`config.mk`:
```
export PLATFORM = sky130hd
export DESIGN_NAME = interboard_receiver
export DESIGN_NICKNAME = d
export VERILOG_FILES = /design/src/rtl/interboard_receiver.sv
export SDC_FILE = /design/constraint.sdc
export NUM_CORES = 1
export LEC_CHECK = 0
export ABC_AREA = 1
export ABC_CLOCK_PERIOD_IN_PS = 3300
export CORE_AREA = 2 2 95 97
export DETAILED_ROUTE_END_ITERATION = 10
export DIE_AREA = 0 0 97 99
export PLACE_DENSITY_LB_ADDON = 0.25
export SETUP_SLACK_MARGIN = 0.5
export SYNTH_ARGS = -nofsm -noshare
export SYNTH_HDL_FRONTEND = slang
export SYNTH_SLANG_ARGS = --single-unit
```
`constraint.sdc`:
```
create_clock -name clk -period 3.3 [get_ports clk]
set_input_delay 0.495 -clock clk [delete_from_list [all_inputs] [get_ports clk]]
set_output_delay 0.495 -clock clk [all_outputs]
set_load 0.03 [all_outputs]
```
`src/rtl/interboard_receiver.sv`:
```
// ---------------------------------------------------------------------------
// interboard_receiver
//   Receives 4-word (6-bit) messages from another board over an asynchronous
//   4-phase request/ack handshake, decodes the fields and pulses
//   interboard_en (normal message) or interboard_rst (remote reset message).
//   A watchdog aborts a stalled message and pulses rx_error.
//
// Ports
//   clk                  system clock
//   rst                  asynchronous active-high reset
//   request              sender strobe (asynchronous to clk)
//   interboard_data[5:0] sender word, stable while request is high
//   ack                  receiver acknowledge
//   interboard_en        1-cycle pulse: new non-reset message on field outputs
//   interboard_rst       1-cycle pulse: RST_TYPE message received
//   interboard_msg_type  decoded message type        (w0[5:2])
//   interboard_move_dir  decoded move direction      (w0[1])
//   interboard_block_y   decoded block row           (w1[5:3])
//   interboard_sel_len   decoded selection length    (w1[2:0])
//   interboard_card      decoded card id             (w2[5:0])
//   interboard_block_x   decoded block column        (w3[5:1])
//   rx_error             1-cycle pulse on a watchdog abort
// ---------------------------------------------------------------------------
module interboard_receiver #(
  parameter int          TIMEOUT  = 1_000_000,
  parameter logic [3:0]  RST_TYPE = 4'hF
) (
  input  logic       clk,
  input  logic       rst,
  input  logic       request,
  input  logic [5:0] interboard_data,
  output logic       ack,
  output logic       interboard_en,
  output logic       interboard_rst,
  output logic [3:0] interboard_msg_type,
  output logic       interboard_move_dir,
  output logic [4:0] interboard_block_x,
  output logic [2:0] interboard_block_y,
  output logic [5:0] interboard_card,
  output logic [2:0] interboard_sel_len,
  output logic       rx_error
);

  typedef enum logic [1:0] {WAIT_REQ, WAIT_REL, DONE} state_t;

  localparam logic [19:0] WDOG_LIMIT = 20'(TIMEOUT - 1);

  // Synchronizers
  logic       req_meta_q, req_s_q;
  logic [5:0] data_meta_q, data_s_q;

  // FSM and datapath state
  state_t          state_q, state_d;
  logic [1:0]      cnt_q, cnt_d;
  logic [3:0][5:0] words_q, words_d;
  logic [19:0]     wdog_q, wdog_d;
  logic            stale_q, stale_d;
  logic            ack_q, ack_d;
  logic            en_q, en_d;
  logic            rstp_q, rstp_d;
  logic            err_q, err_d;
  logic [3:0]      msg_type_q, msg_type_d;
  logic            move_dir_q, move_dir_d;
  logic [4:0]      block_x_q, block_x_d;
  logic [2:0]      block_y_q, block_y_d;
  logic [5:0]      card_q, card_d;
  logic [2:0]      sel_len_q, sel_len_d;

  logic wdog_run, timeout;

  // State register
  // NOTE: sequential state uses non-blocking (<=) so every flop samples the
  // pre-edge values; the word store is reset too so no X leaks into fields.
  always_ff @(posedge clk or posedge rst) begin
    if (rst) begin
      req_meta_q  <= 1'b0;
      req_s_q     <= 1'b0;
      data_meta_q <= '0;
      data_s_q    <= '0;
      state_q     <= WAIT_REQ;
      cnt_q       <= '0;
      words_q     <= '0;
      wdog_q      <= '0;
      stale_q     <= 1'b0;
      ack_q       <= 1'b0;
      en_q        <= 1'b0;
      rstp_q      <= 1'b0;
      err_q       <= 1'b0;
      msg_type_q  <= '0;
      move_dir_q  <= 1'b0;
      block_x_q   <= '0;
      block_y_q   <= '0;
      card_q      <= '0;
      sel_len_q   <= '0;
    end else begin
      req_meta_q  <= request;
      req_s_q     <= req_meta_q;
      data_meta_q <= interboard_data;
      data_s_q    <= data_meta_q;
      state_q     <= state_d;
      cnt_q       <= cnt_d;
      words_q     <= words_d;
      wdog_q      <= wdog_d;
      stale_q     <= stale_d;
      ack_q       <= ack_d;
      en_q        <= en_d;
      rstp_q      <= rstp_d;
      err_q       <= err_d;
      msg_type_q  <= msg_type_d;
      move_dir_q  <= move_dir_d;
      block_x_q   <= block_x_d;
      block_y_q   <= block_y_d;
      card_q      <= card_d;
      sel_len_q   <= sel_len_d;
    end
  end

  // Next-state logic
  always_comb begin
    // NOTE: every signal gets a default first so no path infers a latch.
    state_d    = state_q;
    cnt_d      = cnt_q;
    words_d    = words_q;
    wdog_d     = wdog_q;
    stale_d    = stale_q;
    ack_d      = ack_q;
    en_d       = 1'b0;
    rstp_d     = 1'b0;
    err_d      = 1'b0;
    msg_type_d = msg_type_q;
    move_dir_d = move_dir_q;
    block_x_d  = block_x_q;
    block_y_d  = block_y_q;
    card_d     = card_q;
    sel_len_d  = sel_len_q;

    // Watchdog runs only while a message is in progress.
    wdog_run = (state_q == WAIT_REL) || ((state_q == WAIT_REQ) && (cnt_q != 2'd0));
    timeout  = wdog_run && (wdog_q == WDOG_LIMIT);

    if (wdog_run && (wdog_q != 20'hF_FFFF)) wdog_d = wdog_q + 20'd1;

    // Once a low request is seen, a post-abort request may be accepted again.
    if (!req_s_q) stale_d = 1'b0;

    if (timeout) begin
      state_d = WAIT_REQ;
      cnt_d   = '0;
      words_d = '0;
      wdog_d  = '0;
      ack_d   = 1'b0;
      err_d   = 1'b0 | 1'b1;
      // A request still high at abort time is stale and must not be captured.
      stale_d = req_s_q;
    end else begin
      unique case (state_q)
        WAIT_REQ: begin
          if (req_s_q && !stale_q) begin
            words_d[cnt_q] = data_s_q;
            ack_d          = 1'b1;
            wdog_d         = '0;
            state_d        = WAIT_REL;
          end
        end
        WAIT_REL: begin
          if (!req_s_q) begin
            ack_d  = 1'b0;
            wdog_d = '0;
            if (cnt_q == 2'd3) begin
              // Fields and pulses are registered on entry so they are
              // visible during the single DONE cycle.
              state_d = DONE;
              if (words_q[0][5:2] == RST_TYPE) begin
                rstp_d = 1'b1;
              end else begin
                en_d       = 1'b1;
                msg_type_d = words_q[0][5:2];
                move_dir_d = words_q[0][1];
                block_y_d  = words_q[1][5:3];
                sel_len_d  = words_q[1][2:0];
                card_d     = words_q[2];
                block_x_d  = words_q[3][5:1];
              end
            end else begin
              cnt_d   = cnt_q + 2'd1;
              state_d = WAIT_REQ;
            end
          end
        end
        DONE: begin
          cnt_d   = '0;
          wdog_d  = '0;
          state_d = WAIT_REQ;
        end
        default: state_d = WAIT_REQ;
      endcase
    end
  end

  // Outputs
  always_comb begin
    ack                 = ack_q;
    interboard_en       = en_q;
    interboard_rst      = rstp_q;
    rx_error            = err_q;
    interboard_msg_type = msg_type_q;
    interboard_move_dir = move_dir_q;
    interboard_block_x  = block_x_q;
    interboard_block_y  = block_y_q;
    interboard_card     = card_q;
    interboard_sel_len  = sel_len_q;
  end

endmodule

```
==> flow_metrics.env <==
export IMPL_power_density_nw_per_um2=865
export IMPL_worstSetupPathType="reg -> reg"
export IMPL_start_util_pct=48.6
export IMPL_routed_wl_um=8180
export IMPL_clockBufferDepth=2
export IMPL_status="finished, final reports clean"
export IMPL_cts_tree="built"
export IMPL_routed_via_density=4.94
export IMPL_ctsHoldBuffers=0
export IMPL_synth_area_um2=4160
export IMPL_crit_path_end_kind="flop"
export IMPL_synth_main_ff_cell="dfrtp_1"
export IMPL_cts_root_buf="clkbuf_8"
export IMPL_drc=0
export IMPL_power_leakage_nw=2.43
export IMPL_crit_fanout=22
export IMPL_period_share_pct=69.9
export IMPL_layoutNonFillerInstCount=664
export IMPL_grt_pass1_wl_um=14200
export IMPL_cts_made_buffers=9
export IMPL_die_area_um2=9600
export IMPL_cp_start_kind="flop"
export IMPL_seqPwrFrac_pct=42.0
export IMPL_rr_endpoint="wdog_q[12]$_DFF_PP0_"
export IMPL_clk_latency_ps=350
export IMPL_reg2reg_slack_ps=990
export IMPL_placed_cell_area_um2=4580
export IMPL_yosys_warnings=0
export IMPL_synth_area_leader_cell="dfrtp_1"
export IMPL_relSlewSlack_pct=37.8
export IMPL_synth_seq_cells=87
export IMPL_cts_sinks=87
export IMPL_p_int_w=0.00247
export IMPL_wl_per_cell_um=12.3
export IMPL_fmax_ghz=0.433
export IMPL_grt_pass1_vias=3089
export IMPL_finClkSkew_ps=12.2
export IMPL_antenna_found_initial=0
export IMPL_rsz0062_at_grt="false"
export IMPL_cts_setup_buffers=0
export IMPL_synth_edff_count=0
export IMPL_swShare_pct=40.3
export IMPL_ios=35
export IMPL_post_cts_resized=0
export IMPL_hpwl_um=5650
export IMPL_synth_distinct_cells=29
export IMPL_grt_max_degree=53
export IMPL_min_period_ps=2310
export IMPL_hp_class="reg -> reg"
export IMPL_final_max_slew_viol_count=0
export IMPL_yosysSeqAreaShare_pct=52.4
export IMPL_syn_nets=532
export IMPL_crit_path_end="wdog_q[12]$_DFF_PP0_"
export IMPL_worstReg2RegStart="cnt_q[0]$_DFFE_PP0P_"
export IMPL_rr_worst_depth=9
export IMPL_clk_pin_slew_ps=80
export IMPL_n_fill_cell=801
export IMPL_whs_ps=348
export IMPL_vias=3279
export IMPL_ant_nets=0
export IMPL_path_common_cell="inv_1"
export IMPL_critPathTopFamily="compound AO/OA/AOI/OAI gates"
export IMPL_peakVddDrop_mv=0.304
export IMPL_place_port_buffers=34
export IMPL_htree_levels=3
export IMPL_combPwrFrac_pct=38.4
export IMPL_setup_violations=0
export IMPL_worstPathRequired_ps=3580
export IMPL_clock_power_share_pct=19.6
export IMPL_cp_arrival_ps=2590
export IMPL_synthTopCellsByCount="nand2_1, dfrtp_1, inv_1"
export IMPL_cp_slowest_stage_delay_ps=700
export IMPL_critPathSlowestCell="a21oi_2"
export IMPL_firstDrtPassIters=4
export IMPL_place_congestion=0.901
export IMPL_yosys_top_cells_area="dfrtp_1, nand2_1, inv_1"
export IMPL_startpoint="cnt_q[0]$_DFFE_PP0P_"
export IMPL_gr_total_overflow=0
export IMPL_row_count=34
export IMPL_crit_cells=9
export IMPL_placedCellCount=649
export IMPL_worstPathBufferInverterCount=3
export IMPL_avgSynthCellArea_um2=8.02
export IMPL_synthCells=518
export IMPL_grt_usage_pct=18.2
export IMPL_regArea_um2=2180
export IMPL_ys_async_sr_fraction_pct=100
export IMPL_drtIter0Drc=169
export IMPL_cap_viol_max_count=0
export IMPL_p_sw_w=0.00167
export IMPL_nets=566
export IMPL_cp_cell_sequence="inv_1, ha_1, a21oi_2, inv_1, a21oi_2, nand2_1, nand2_1, inv_1, nor2_1"
export IMPL_drive_gt1_share_pct=7.01
export IMPL_finalSetupTns_ps=0
export IMPL_die_w_um=97
export IMPL_multi_input_comb_area_um2=1630
export IMPL_core_um2=8550
export IMPL_die_h_um=99
export IMPL_area_delta_synth_final_pct=15.4
export IMPL_antennaDiodeCount=0
export IMPL_finalInstanceArea_um2=4790
export IMPL_hold_violations=0
export IMPL_synth_top_area_share_pct=52.4
export IMPL_yosysMostFrequentCell="nand2_1"
export IMPL_tightest_slew_ps=933
==> power by group through the flow <==
| stage | clock, W | sequential (W) | combinational, W |
|---|---|---|---|
| after CTS | 0.000846 | 0.00174 | 0.00160 |
| after floorplan | 0 | 0.00192 | 0.000940 |
| after global placement | 0 | 0.00175 | 0.00155 |
| after global routing | 0.000885 | 0.00180 | 0.00180 |
| after detailed placement | 0 | 0.00176 | 0.00159 |
| final | 0.000814 | 0.00174 | 0.00159 |
==> metal layers <==
metal / GRT usage [%] / routed length [um] / up-vias / part of all wire [%]
met3: 4.68 / 299 / 6 / 3.7
li1: - / - / 1644 / -
met5: 0 / 0 / - / 0
met4: 5.74 / 60 / 0 / 0.73
met1: 24.3 / 3950 / 1561 / 48
met2: 29.5 / 3870 / 68 / 47
==> worst min path at each step <==
stage	startpoint	endpoint	cells after the start
after global placement	data_meta_q[5]$_DFF_PP0_	data_s_q[5]$_DFF_PP0_	0
after floorplan	data_meta_q[0]$_DFF_PP0_	data_s_q[0]$_DFF_PP0_	0
after global routing	req_meta_q$_DFF_PP0_	req_s_q$_DFF_PP0_	0
after detailed placement	data_meta_q[1]$_DFF_PP0_	data_s_q[1]$_DFF_PP0_	0
after CTS	req_meta_q$_DFF_PP0_	req_s_q$_DFF_PP0_	0
final	req_meta_q$_DFF_PP0_	req_s_q$_DFF_PP0_	0
==> cells in the final DEF (no fill, tap or decap), types with 7 or more instances in the layout <==
cell	n
nand4_1	7
nand2_2	7
nand3_1	20
dfrtp_1	87
clkdlybuf4s50_1	34
inv_1	64
nor2_1	53
xor2_1	12
o21ai_0	40
clkbuf_8	10
nand2_1	187
==> state kept, by name, indices dropped and copies added, names as in the netlist, 2 cells and up <==
name                 flops
cnt_q                    2
data_meta_q              6
data_s_q                 6
interboard_block_x       5
interboard_block_y       3
interboard_card          6
interboard_msg_type      4
interboard_sel_len       3
state_q                  2
wdog_q                  20
words_q                 22
==> cell type report <==
cell class	count	area share, %
sequential	87	45.4
clock buffer	11	2.95
timing repair buffer	35	7.52
tap	108	2.82
inverter	70	5.61
clock inverter	4	1.62
multi-input combinational	349	34.1
==> stage by stage <==
stage	util, %	setup slack, ps	power (W)
6_report	56.1	992	0.00415
5_1_grt	56.1	705	0.00448
4_1_cts	56.1	968	0.00419
3_5_place_dp	53.5	998	0.00335
3_3_place_gp	53.5	1090	0.00331
2_1_floorplan	-	555	0.00286
==> cells by family after synthesis <==
kind of cell,share of synthesized area (%)
simple gates,29.0
flops,52.4
buf+inv,8.28
compound gates,6.05
xor+xnor,2.74
fa+ha+maj,1.51
Power figures use the tool's default switching activity.
